<file path="src/rtl/jt12_timer_pkg.sv">
// Shared constants for the JT12 Timer A / Timer B block: default geometry
// of the slot counter and both timers, plus the bit layout of register 0x27.
package jt12_timer_pkg;

  // Internal clocks per sample tick (one FM sample = 24 operator slots)
  localparam int JT12_TICK_DIV = 24;
  // Timer A counter width
  localparam int JT12_TA_W     = 10;
  // Timer B counter width
  localparam int JT12_TB_W     = 8;
  // Sample ticks per Timer B increment
  localparam int JT12_TB_PRESC = 16;

  // Register 0x27 bit positions
  localparam int REG27_LOAD_A   = 0;
  localparam int REG27_LOAD_B   = 1;
  localparam int REG27_EN_IRQ_A = 2;
  localparam int REG27_EN_IRQ_B = 3;
  localparam int REG27_CLR_A    = 4;
  localparam int REG27_CLR_B    = 5;

  // Width of a prescaler that counts 0..presc-1; a divide-by-one keeps a
  // single bit that never leaves zero.
  function automatic int presc_width(input int presc);
    return (presc > 1) ? $clog2(presc) : 1;
  endfunction

endpackage

</file>
<file path="src/rtl/jt12_timer_cnt.sv">
// One programmable overflow timer: run-enable edge detector, optional
// tick prescaler, up-counter with reload on overflow, one-clk overflow
// pulse and a sticky status flag where a set beats a same-clk clear.
module jt12_timer_cnt
  import jt12_timer_pkg::*;
#(
  parameter int W     = 10,
  parameter int PRESC = 1
) (
  input  logic         clk,
  input  logic         rst,
  input  logic         tick_i,
  input  logic [W-1:0] value_i,
  input  logic         load_i,
  input  logic         en_irq_i,
  input  logic         clr_flag_i,
  output logic         overflow_o,
  output logic         flag_o
);

  localparam int            PW         = presc_width(PRESC);
  localparam logic [PW-1:0] PRESC_LAST = PW'(PRESC - 1);
  localparam logic [PW-1:0] PRESC_ZERO = PW'(0);
  localparam logic [PW-1:0] PRESC_ONE  = PW'(1);
  localparam logic [W-1:0]  CNT_ONES   = {W{1'b1}};
  localparam logic [W-1:0]  CNT_ONE    = W'(1);

  logic          load_dly_q;
  logic [W-1:0]  cnt_q, cnt_d;
  logic [PW-1:0] presc_q, presc_d;
  logic          ovf_q, ovf_d;
  logic          flag_q, flag_d;

  logic rise_s;   // run enable just went high: (re)load the counter
  logic step_s;   // running and a sample tick is present
  logic hit_s;    // prescaler says the counter advances on this tick
  logic wrap_s;   // counter is all-ones at an advance: overflow

  // Decode load edge, tick gating and overflow condition
  always_comb begin
    rise_s = load_i & ~load_dly_q;
    step_s = load_i & tick_i;
    hit_s  = step_s & (presc_q == PRESC_LAST);
    // a fresh load on a tick takes priority over the increment
    wrap_s = hit_s & (cnt_q == CNT_ONES) & ~rise_s;
  end

  // Next counter and prescaler values
  always_comb begin
    cnt_d   = cnt_q;
    presc_d = presc_q;
    if (rise_s) begin
      cnt_d   = value_i;
      presc_d = PRESC_ZERO;
    end else if (step_s) begin
      if (hit_s) begin
        presc_d = PRESC_ZERO;
        // reload samples value_i now, so mid-count writes hit the next period
        if (cnt_q == CNT_ONES) begin
          cnt_d = value_i;
        end else begin
          cnt_d = cnt_q + CNT_ONE;
        end
      end else begin
        presc_d = presc_q + PRESC_ONE;
      end
    end else begin
      // frozen: load low or no tick this clk
      cnt_d   = cnt_q;
      presc_d = presc_q;
    end
  end

  // Overflow pulse and sticky flag with set-over-clear priority
  always_comb begin
    ovf_d  = wrap_s;
    flag_d = flag_q;
    if (wrap_s & en_irq_i) begin
      flag_d = 1'b1;
    end else if (clr_flag_i) begin
      flag_d = 1'b0;
    end else begin
      flag_d = flag_q;
    end
  end

  // Timer state registers
  always_ff @(posedge clk or posedge rst) begin
    if (rst) begin
      load_dly_q <= 1'b0;
      cnt_q      <= {W{1'b0}};
      presc_q    <= PRESC_ZERO;
      ovf_q      <= 1'b0;
      flag_q     <= 1'b0;
    end else begin
      load_dly_q <= load_i;
      cnt_q      <= cnt_d;
      presc_q    <= presc_d;
      ovf_q      <= ovf_d;
      flag_q     <= flag_d;
    end
  end

  assign overflow_o = ovf_q;
  assign flag_o     = flag_q;

endmodule

</file>
<file path="src/rtl/jt12_timer.sv">
// JT12 Timer A / Timer B block: slot counter generating the per-sample
// tick, two overflow timers, status flags and the active-low IRQ line.
module jt12_timer
  import jt12_timer_pkg::*;
#(
  parameter int TICK_DIV = JT12_TICK_DIV,
  parameter int TA_W     = JT12_TA_W,
  parameter int TB_W     = JT12_TB_W,
  parameter int TB_PRESC = JT12_TB_PRESC
) (
  input  logic            clk,
  input  logic            rst,
  input  logic [TA_W-1:0] value_a,
  input  logic [TB_W-1:0] value_b,
  input  logic            load_a,
  input  logic            load_b,
  input  logic            en_irq_a,
  input  logic            en_irq_b,
  input  logic            clr_flag_a,
  input  logic            clr_flag_b,
  output logic            zero,
  output logic            flag_a,
  output logic            flag_b,
  output logic            overflow_a,
  output logic            irq_n
);

  localparam int            CW       = $clog2(TICK_DIV);
  localparam logic [CW-1:0] CNT_LAST = CW'(TICK_DIV - 1);
  localparam logic [CW-1:0] CNT_ZERO = CW'(0);
  localparam logic [CW-1:0] CNT_ONE  = CW'(1);

  logic [CW-1:0] cnt_q, cnt_d;
  logic          zero_q, zero_d;
  logic          unused_ovf_b_s;   // Timer B overflow pulse has no consumer

  // Slot counter wrap and look-ahead so zero is high while cnt is last slot
  always_comb begin
    cnt_d = cnt_q;
    if (cnt_q == CNT_LAST) begin
      cnt_d = CNT_ZERO;
    end else begin
      cnt_d = cnt_q + CNT_ONE;
    end
    zero_d = (cnt_d == CNT_LAST);
  end

  // Slot counter and registered sample tick
  always_ff @(posedge clk or posedge rst) begin
    if (rst) begin
      cnt_q  <= CNT_ZERO;
      zero_q <= 1'b0;
    end else begin
      cnt_q  <= cnt_d;
      zero_q <= zero_d;
    end
  end

  assign zero = zero_q;

  jt12_timer_cnt #(
    .W     (TA_W),
    .PRESC (1)
  ) u_tmr_a (
    .clk        (clk),
    .rst        (rst),
    .tick_i     (zero_q),
    .value_i    (value_a),
    .load_i     (load_a),
    .en_irq_i   (en_irq_a),
    .clr_flag_i (clr_flag_a),
    .overflow_o (overflow_a),
    .flag_o     (flag_a)
  );

  jt12_timer_cnt #(
    .W     (TB_W),
    .PRESC (TB_PRESC)
  ) u_tmr_b (
    .clk        (clk),
    .rst        (rst),
    .tick_i     (zero_q),
    .value_i    (value_b),
    .load_i     (load_b),
    .en_irq_i   (en_irq_b),
    .clr_flag_i (clr_flag_b),
    .overflow_o (unused_ovf_b_s),
    .flag_o     (flag_b)
  );

  // IRQ follows the flags without a register stage
  assign irq_n = ~(flag_a | flag_b);

endmodule

</file>
<file path="config.mk">
export PLATFORM = sky130hd
export DESIGN_NAME = jt12_timer
export DESIGN_NICKNAME = d
export VERILOG_FILES = /design/src/rtl/jt12_timer_pkg.sv /design/src/rtl/jt12_timer_cnt.sv /design/src/rtl/jt12_timer.sv
export SDC_FILE = /design/constraint.sdc
export NUM_CORES = 1
export LEC_CHECK = 0
export CELL_PAD_IN_SITES_DETAIL_PLACEMENT = 1
export CELL_PAD_IN_SITES_GLOBAL_PLACEMENT = 1
export CORE_AREA = 4 4 75 77
export CTS_CLUSTER_SIZE = 14
export DETAILED_ROUTE_END_ITERATION = 6
export DIE_AREA = 0 0 79 81
export GPL_ROUTABILITY_DRIVEN = 0
export PLACE_DENSITY = 0.77
export REMOVE_ABC_BUFFERS = 1
export SYNTH_ARGS = -nofsm -noshare
export SYNTH_HDL_FRONTEND = slang
export SYNTH_SLANG_ARGS = --single-unit
</file>
<file path="constraint.sdc">
create_clock -name clk -period 2.1 [get_ports clk]
set_input_delay 0.315 -clock clk [delete_from_list [all_inputs] [get_ports clk]]
set_output_delay 0.315 -clock clk [all_outputs]
set_load 0.01 [all_outputs]
</file>
**Word level (Yosys, flattened, before mapping)**

Cells that the tools add are included.

- Register bits: 34
- Output and inout bits: 5
- Word-level logic and storage cells: 67

- $add $sub $neg: 5
- Equality and inequality tests: 5
- Mux-type cells: 19
- Bitwise operators: 19
- Reduce and logical (&&, ||, !) cells: 8

Operators with widths:

| operator | count |
|---|---|
| 2-to-1 mux 10 bit | 4 |
| 2-to-1 mux 8 bit | 4 |
| AND 1 bit | 12 |
| 2-to-1 mux 4 bit | 3 |
| nonzero test 2 bit | 6 |
| adder 10 x 1 -> 10 bit (second input constant) | 1 |
| equality test 10 bit (second input constant) | 1 |
| equality test 5 bit (second input constant) | 2 |
| adder 8 x 1 -> 8 bit (second input constant) | 1 |
| equality test 8 bit (second input constant) | 1 |
| 2-to-1 mux 1 bit | 7 |
| inverter 1 bit | 6 |
| adder 5 x 1 -> 5 bit (second input constant) | 1 |
| 2-to-1 mux 5 bit | 1 |
| adder 4 x 1 -> 4 bit (second input constant) | 1 |
| equality test 4 bit (second input constant) | 1 |
| AND reduction 2 bit | 2 |
| adder 1 bit (second input constant) | 1 |
| bitwise OR 1 bit | 1 |

**Depth between registers and ports, before layout**

Gate-level depths: netlist of the first run.

- Word-level depth: 6
- Gate-level depth with buffers: 6
- Depth with buffers taken out: 5

**By module**

A second synthesis of the first run with hierarchy kept.

- Cells, all modules: 210
- Area total of the unflattened synthesis: 2040.7 sq um

By module, submodules not included:

| module | times used | cells each | area an instance (sq um) |
|---|---|---|---|
| jt12_timer_cnt (u_tmr_b) | 1 | 97 | 892.1 |
| jt12_timer_cnt (u_tmr_a) | 1 | 90 | 869.6 |
| jt12_timer | 1 | 23 | 279.0 |

**Least setup slack after synthesis of the first run**

No wires, ideal clock.

- Path type: register to register
- Start point: register u_tmr_a.cnt_q[0]
- End point: register u_tmr_a.cnt_q[3]
- Setup time: 0.121 ns
- Data arrival time: 1.512 ns
- Required time: 1.979 ns
- Path slack: 0.467 ns
- Stages on the path, launching flop included: 7
- Period minus slack after synthesis: 1.633 ns
- Cells stage by stage: dfrtp_1 -> ha_1 -> and3_1 -> buf_4 -> a31oi_4 -> a21oi_1 -> o22a_1

- Word-level cells in the longest chain between the ends: 5

RTL lines:

| what | RTL line | source |
|---|---|---|
| start, declared | jt12_timer_cnt.sv:29 | `logic [W-1:0] cnt_q, cnt_d;` |
| start signal, assigned | jt12_timer_cnt.sv:91 | `cnt_q <= {W{1'b0}};` |
| start signal, assigned | jt12_timer_cnt.sv:97 | `cnt_q <= cnt_d;` |
| adder 10 x 1 -> 10 bit or equality test 10 bit (tied branches) | jt12_timer_cnt.sv:62, jt12_timer_cnt.sv:59 |  |
| 2-to-1 mux 10 bit * | jt12_timer_cnt.sv:59 | `if (cnt_q == CNT_ONES) begin` |
| 2-to-1 mux 10 bit * | jt12_timer_cnt.sv:56 | `if (hit_s) begin` |
| 2-to-1 mux 10 bit * | jt12_timer_cnt.sv:55 | `end else if (step_s) begin` |
| 2-to-1 mux 10 bit * | jt12_timer_cnt.sv:52 | `if (rise_s) begin` |

Every way passes the cells marked *; elsewhere a longest branch is shown, timed or not. The select of a mux whose other input is x is not followed.
A chain may end at the register's enable or synchronous reset.

**Worst setup path after layout of the first run**

Ends and elaborated chain as after synthesis.

==> results_dict.tcl, run 1 <==
set metrics [dict create \
    status "completed" \
    clkTransAtPathRegs_ns 0.07 \
    synth-edff-count 0 \
    cts_buffers 5 \
    post_drt_wl_per_cell_um 15.4 \
    via_count 1646 \
    post-synth-top-count-cell "dfrtp_1" \
    antenna_cells 0 \
    drv_cap 0 \
    reg2regPathDepth 5 \
    drc 0 \
    syn_area_um2 1960 \
    finClkSkew_ns 0.00474 \
    io_pins 31 \
    power_density_nw_per_um2 774 \
    end_kind "flop" \
    cts_tree "built" \
    syn_inst 205 \
    rsz0062_at_grt "no" \
    synth_warnings 0 \
    nNetsFinal 268 \
    seq_area_frac_synth_pct 43.4 \
    layout-drive-gt1-share_pct 9.24 \
    netlist.area_leader.share_pct 43.4 \
    grt_start_max_net_pins 35 \
    fmax_ghz 0.550 \
    reg2reg_from "u_tmr_a.cnt_q[0]" \
    ys_seq_elements 34 \
    crit_chain "ha_1 > and3_1 > a31oi_4 > mux2i_1 > o22a_1" \
    ir_worst_vdd_uv 375 \
    worst_pin_slew_ns 0.456 \
    synth_common_cells "dfrtp_1 (34), nand2_1 (23), o21ai_0 (17)" \
    drt_iter0_drc 55 \
    wl_um 4730 \
    critPathSlowestCell "dfrtp_1" \
    portBuffers 30 \
    place_inst 300 \
    overflow 0 \
    dp_hpwl_um 3400 \
    final-hold-violation-count 0 \
    finalSetupTns_ns 0 \
    worstPathRequired_ns 2.33 \
    core_um2 5010 \
    yosysUniqueCellTypes 48 \
    synth_area_leaders "dfrtp_1 (43%), nand2_1 (4.4%), o21ai_0 (4.3%)" \
    cts_setup_buffers 0 \
    slew_headroom_pct 69.6 \
    initial_core_util_pct 39.1 \
    dieHeight_um 81 \
    die_area_um2 6400 \
    cp.arrival_ns 2.05 \
    clkSinkCount 34 \
    leakagePower_nw 1.07 \
    cp-start-kind "flop" \
    grt_pass1_wl_um 8230 \
    path_class "reg2reg" \
    syn_area_per_cell_um2 9.56 \
    clock_path_buffers 2 \
    setup_violations 0 \
    worstPathMaxFanout 10 \
    worstSkewPairLatency_ns 0.29 \
    ys.flop_type "dfrtp_1" \
    fin_crit_sh_pct 86.5 \
    hold_class "in2async" \
    stdcell_area_um2 2420 \
    drt_pass1_iterations 4 \
    cts-root-buf "clkbuf_8" \
    crit_start "u_tmr_a.cnt_q[0]" \
    synth_top_area_cell "dfrtp_1" \
    fin_cells 308 \
    htree_levels 2 \
    postCtsHoldBufs 0 \
    rows 26 \
    antenna_found_initial 0 \
    ant_nets 0 \
    die_x_um 79 \
    grt_pass1_vias 1710 \
    fin_crit_ns 1.82 \
    synth-async-reset-ratio_pct 100 \
    cts_resized 0 \
    areaGrowthSynthToFinish_pct 23.7 \
    grt.total_usage_pct 16.4 \
    vias_per_cell 5.34 \
    finalMaxSlewViolations 0 \
    nFillCells 611 \
    critical-path-max-stage-delay_ns 0.43 \
    placed_area_um2 2320 \
]
## power breakdown
part	total (mW)	internal, mW	switching [mW]
clock	0.608	0.349	0.258
combinational	0.370	0.187	0.183
sequential	0.899	0.757	0.143
## cell type report
class | count | area, um2 | share of cell area (%)
flip-flops and latches | 34 | 851 | 35.1
repair buffers | 35 | 338 | 13.9
clock buffers | 5 | 68.8 | 2.84
well taps | 70 | 87.6 | 3.61
inverters | 12 | 45.0 | 1.86
clock inverters | 3 | 40.0 | 1.65
multi-input cells | 149 | 995 | 41.0
## registers in the layout, indices dropped and copies added, names as in the netlist
| signal | flops |
|---|---|
| u_tmr_a.cnt_q | 10 |
| u_tmr_b.cnt_q | 8 |
| cnt_q | 5 |
| u_tmr_b.presc_q | 4 |
| u_tmr_a.flag_o | 1 |
| u_tmr_a.load_dly_q | 1 |
| u_tmr_a.overflow_o | 1 |
| u_tmr_a.presc_q | 1 |
| u_tmr_b.flag_o | 1 |
| u_tmr_b.load_dly_q | 1 |
| zero | 1 |
## per-stage QoR
step | setup WS (ns) | power (mW) | hold slack (ns) | util [%]
after global placement | 0.292 | 1.26 | 0.462 | 46.2
after CTS | 0.270 | 1.90 | 0.440 | 48.4
after detailed placement | 0.196 | 1.28 | 0.471 | 46.2
after global routing | 0.151 | 2.00 | 0.487 | 48.4
after floorplan | 0.429 | 1.12 | 0.346 | -
final | 0.283 | 1.88 | 0.428 | 48.4
## final timing paths
check                                    to  slack [ns]
setup reg to reg           u_tmr_a.cnt_q[3]        0.28
setup / recovery           u_tmr_a.cnt_q[3]        0.28
max in group asynchronous  u_tmr_a.cnt_q[4]        1.35
min in group clk                   cnt_q[0]        0.49
hold reg to reg                    cnt_q[0]        0.49
hold / removal               u_tmr_a.flag_o        0.43
## critical path: cells and delay by family (launching register included)
kind | cells | cell delay [ns]
AO/OA/AOI/OAI | 2 | 0.54
adder cells (fa/ha/maj) | 1 | 0.25
flip-flops | 1 | 0.43
multiplexers | 1 | 0.26
AND/OR/NAND/NOR | 1 | 0.28
## placed cells by master (no fill, tap or decap), types with 3 or more instances in the layout
| cell type | netlist | layout |
|---|---|---|
| a21oi_1 | 12 | 12 |
| a2bb2oi_1 | 5 | 5 |
| and2_1 | 3 | 3 |
| and3_1 | 4 | 4 |
| and4_1 | 4 | 4 |
| buf_4 | 2 | 5 |
| clkbuf_8 | 0 | 5 |
| clkdlybuf4s50_1 | 0 | 30 |
| dfrtp_1 | 34 | 34 |
| ha_1 | 5 | 5 |
| inv_1 | 12 | 12 |
| mux2i_1 | 8 | 8 |
| nand2_1 | 23 | 23 |
| nand3_1 | 13 | 13 |
| nand4_1 | 8 | 8 |
| nor2_1 | 7 | 7 |
| nor3_1 | 3 | 3 |
| o21ai_0 | 17 | 17 |
## kinds of logic after synthesis
kind of cell | count (synthesis) | synth area share [%]
multiplexers | 8 | 4.08
buffers and inverters | 22 | 5.87
XOR/XNOR | 3 | 1.34
AND/OR/NAND/NOR | 78 | 21.9
adder cells (fa/ha/maj) | 5 | 3.19
AO/OA/AOI/OAI | 55 | 20.2
flip-flops | 34 | 43.4
## layer usage
layer	part of all wire (%)	wire (um)	global-route usage (%)	vias up
met1	45	2140	19.3	799
met3	3.1	147	3.77	7
met4	1.8	85	6.53	0
met2	50	2360	29.0	25
met5	0	0	0	-
li1	-	-	-	815
Power figures use the tool's default switching activity.
==> run 2, diff against run 1 <==
--- a/config.mk
+++ b/config.mk
@@ -7,12 +7,13 @@
 export LEC_CHECK = 0
 export CELL_PAD_IN_SITES_DETAIL_PLACEMENT = 1
 export CELL_PAD_IN_SITES_GLOBAL_PLACEMENT = 1
-export CORE_AREA = 4 4 75 77
+export CORE_AREA = 4 4 74 76
+export CTS_BUF_LIST = sky130_fd_sc_hd__clkbuf_2
 export CTS_CLUSTER_SIZE = 14
 export DETAILED_ROUTE_END_ITERATION = 6
-export DIE_AREA = 0 0 79 81
+export DIE_AREA = 0 0 78 80
 export GPL_ROUTABILITY_DRIVEN = 0
-export PLACE_DENSITY = 0.77
+export PLACE_DENSITY = 0.79
 export REMOVE_ABC_BUFFERS = 1
 export SYNTH_ARGS = -nofsm -noshare
 export SYNTH_HDL_FRONTEND = slang
==> run 2 against run 1 <==
Effect of this change:
- utilization rose by 1.5 points
- non-clock buffer count rose by 1
- critical path type is now reg2out
- first-iteration DRC count fell by 25%
- global-route usage fell by 1.3 points
- fmax fell by 1.3%
- clock power fell by 50%
- sequential power fell by 0.7%
- final area fell by 2.7%
- sequential share of layout area rose by 0.99 points
- register-to-register slack improved by 0.05 ns
- die area fell by 2.5%
- flip-flop and latch count did not move
==> results_dict.tcl, run 2 (synthesis gave the netlist of run 1 again) <==
set metrics [dict create \
    setup_violations 0 \
    critPathSlowestCell "clkdlybuf4s50_1" \
    layout-drive-gt1-share_pct 9.21 \
    critical-path-top-delay-family "buffers and inverters" \
    worstPathMaxFanout 10 \
    place_inst 298 \
    cp.arrival_ns 1.53 \
    grt_pass1_vias 1622 \
    largest-register "u_tmr_a.cnt_q" \
    cts-root-buf "clkbuf_2" \
    vias_per_cell 5.35 \
    crit_buf_inv 1 \
    final_util_pct 49.9 \
    power_density_nw_per_um2 664 \
    stdcell_area_um2 2360 \
    p_total_mw 1.57 \
    grt_pass1_wl_um 7490 \
    p_sw_mw 0.539 \
    reg2reg_from "u_tmr_a.cnt_q[0]" \
    finalSetupTns_ns 0 \
    p_clk_share_pct 19.4 \
    finClkSkew_ns 0.0240 \
    clock_path_buffers 2 \
    htree_levels 2 \
    fin_crit_sh_pct 87.7 \
    die_x_um 78 \
    clkTransAtPathRegs_ns 0.18 \
    overflow 0 \
    final-hold-violation-count 0 \
    antenna_found_initial 0 \
    cp-start-kind "flop" \
    drc 0 \
    path_class "reg2out" \
    crit_chain "clkdlybuf4s50_1" \
    via_count 1638 \
    ir_worst_vdd_uv 236 \
    slew_headroom_pct 71.1 \
    critical-path-max-stage-delay_ns 0.60 \
    comb_power_share_pct 23.5 \
    rows 25 \
    p_int_mw 1.03 \
    cts_buffers 5 \
    layout_common_cells "dfrtp_1 (34), clkdlybuf4s50_1 (30), nand2_1 (23)" \
    hold_class "in2async" \
    grt_start_max_net_pins 35 \
    post_drt_wl_per_cell_um 14.0 \
    cts_setup_buffers 0 \
    fin_cells 306 \
    finalMaxSlewViolations 0 \
    areaGrowthSynthToFinish_pct 20.3 \
    status "completed" \
    grt.total_usage_pct 15.1 \
    worst_pin_slew_ns 0.434 \
    dp_hpwl_um 3190 \
    p_seq_share_pct 57.0 \
    die_area_um2 6240 \
    postCtsHoldBufs 0 \
    drv_cap 0 \
    largest_reg_flops 10 \
    drt_pass1_iterations 4 \
    cts_tree "built" \
    end_kind "output pin" \
    io_pins 31 \
    dieHeight_um 80 \
    initial_core_util_pct 41.5 \
    reg_top3 "u_tmr_a.cnt_q (10), u_tmr_b.cnt_q (8), cnt_q (5)" \
    antenna_cells 0 \
    drt_iter0_drc 41 \
    worstPathRequired_ns 1.78 \
    portBuffers 30 \
    core_um2 4720 \
    ff2ff_setup_slack_ns 0.33 \
    cts_resized 0 \
    ant_nets 0 \
    fin_crit_ns 1.84 \
    switching_share_pct 34.4 \
    r2r-end "u_tmr_a.cnt_q[3]" \
    leakagePower_nw 1.04 \
    worstSkewPairLatency_ns 0.38 \
    rsz0062_at_grt "no" \
    reg2regPathDepth 5 \
    nNetsFinal 269 \
    placed_area_um2 2320 \
    final_common_cell "dfrtp_1" \
    clkSinkCount 34 \
    wl_um 4270 \
    fmax_ghz 0.543 \
]
[run 2: metrics by stage]
| stage | hold WS, ns | worst slack, ns |
|---|---|---|
| finish | 0.299 | 0.259 |
| global route | 0.319 | 0.126 |
| floorplan | 0.346 | 0.429 |
| global placement | 0.463 | 0.282 |
| CTS | 0.296 | 0.217 |
| detailed placement | 0.477 | 0.272 |
[run 2: worst max path at each step]
stage           start               end  slack [ns]  cells after the start
2_1_floorplan    zero  u_tmr_a.cnt_q[3]        0.43                      4
3_3_place_gp   load_a  u_tmr_a.cnt_q[3]        0.28                      6
3_5_place_dp   load_a  u_tmr_a.cnt_q[7]        0.27                      6
4_1_cts          zero              zero        0.22                      1
5_1_grt          zero              zero        0.13                      1
6_report         zero              zero        0.26                      1
[run 2: cell type report]
class,count,area [um2]
Fill cell,560,2360
Multi-Input combinational cell,149,995
Sequential cell,34,851
Timing Repair Buffer,36,345
Tap cell,67,83.8
Inverter,12,45.0
Clock buffer,6,30.0
Clock inverter,2,8.76
[run 2: power groups by stage]
stage	Combinational (mW)	Sequential, mW	Clock (mW)
final	0.369	0.893	0.304
after global routing	0.424	0.914	0.358
after CTS	0.376	0.892	0.323
after detailed placement	0.374	0.906	0
after global placement	0.364	0.902	0
after floorplan	0.259	0.864	0
[run 2: worst min-delay path: stages]
cell and delay (ns):
clkdlybuf4s50_1 0.39, inv_1 0.05, buf_4 0.38
[run 2: metal layers]
layer / share of wire (%) / vias to the layer above / global-route usage (%)
met5: 0 / - / 0
met4: 1.4 / 0 / 5.24
met3: 4.1 / 5 / 4.40
met2: 48 / 23 / 24.4
met1: 47 / 792 / 19.2
li1: - / 818 / -
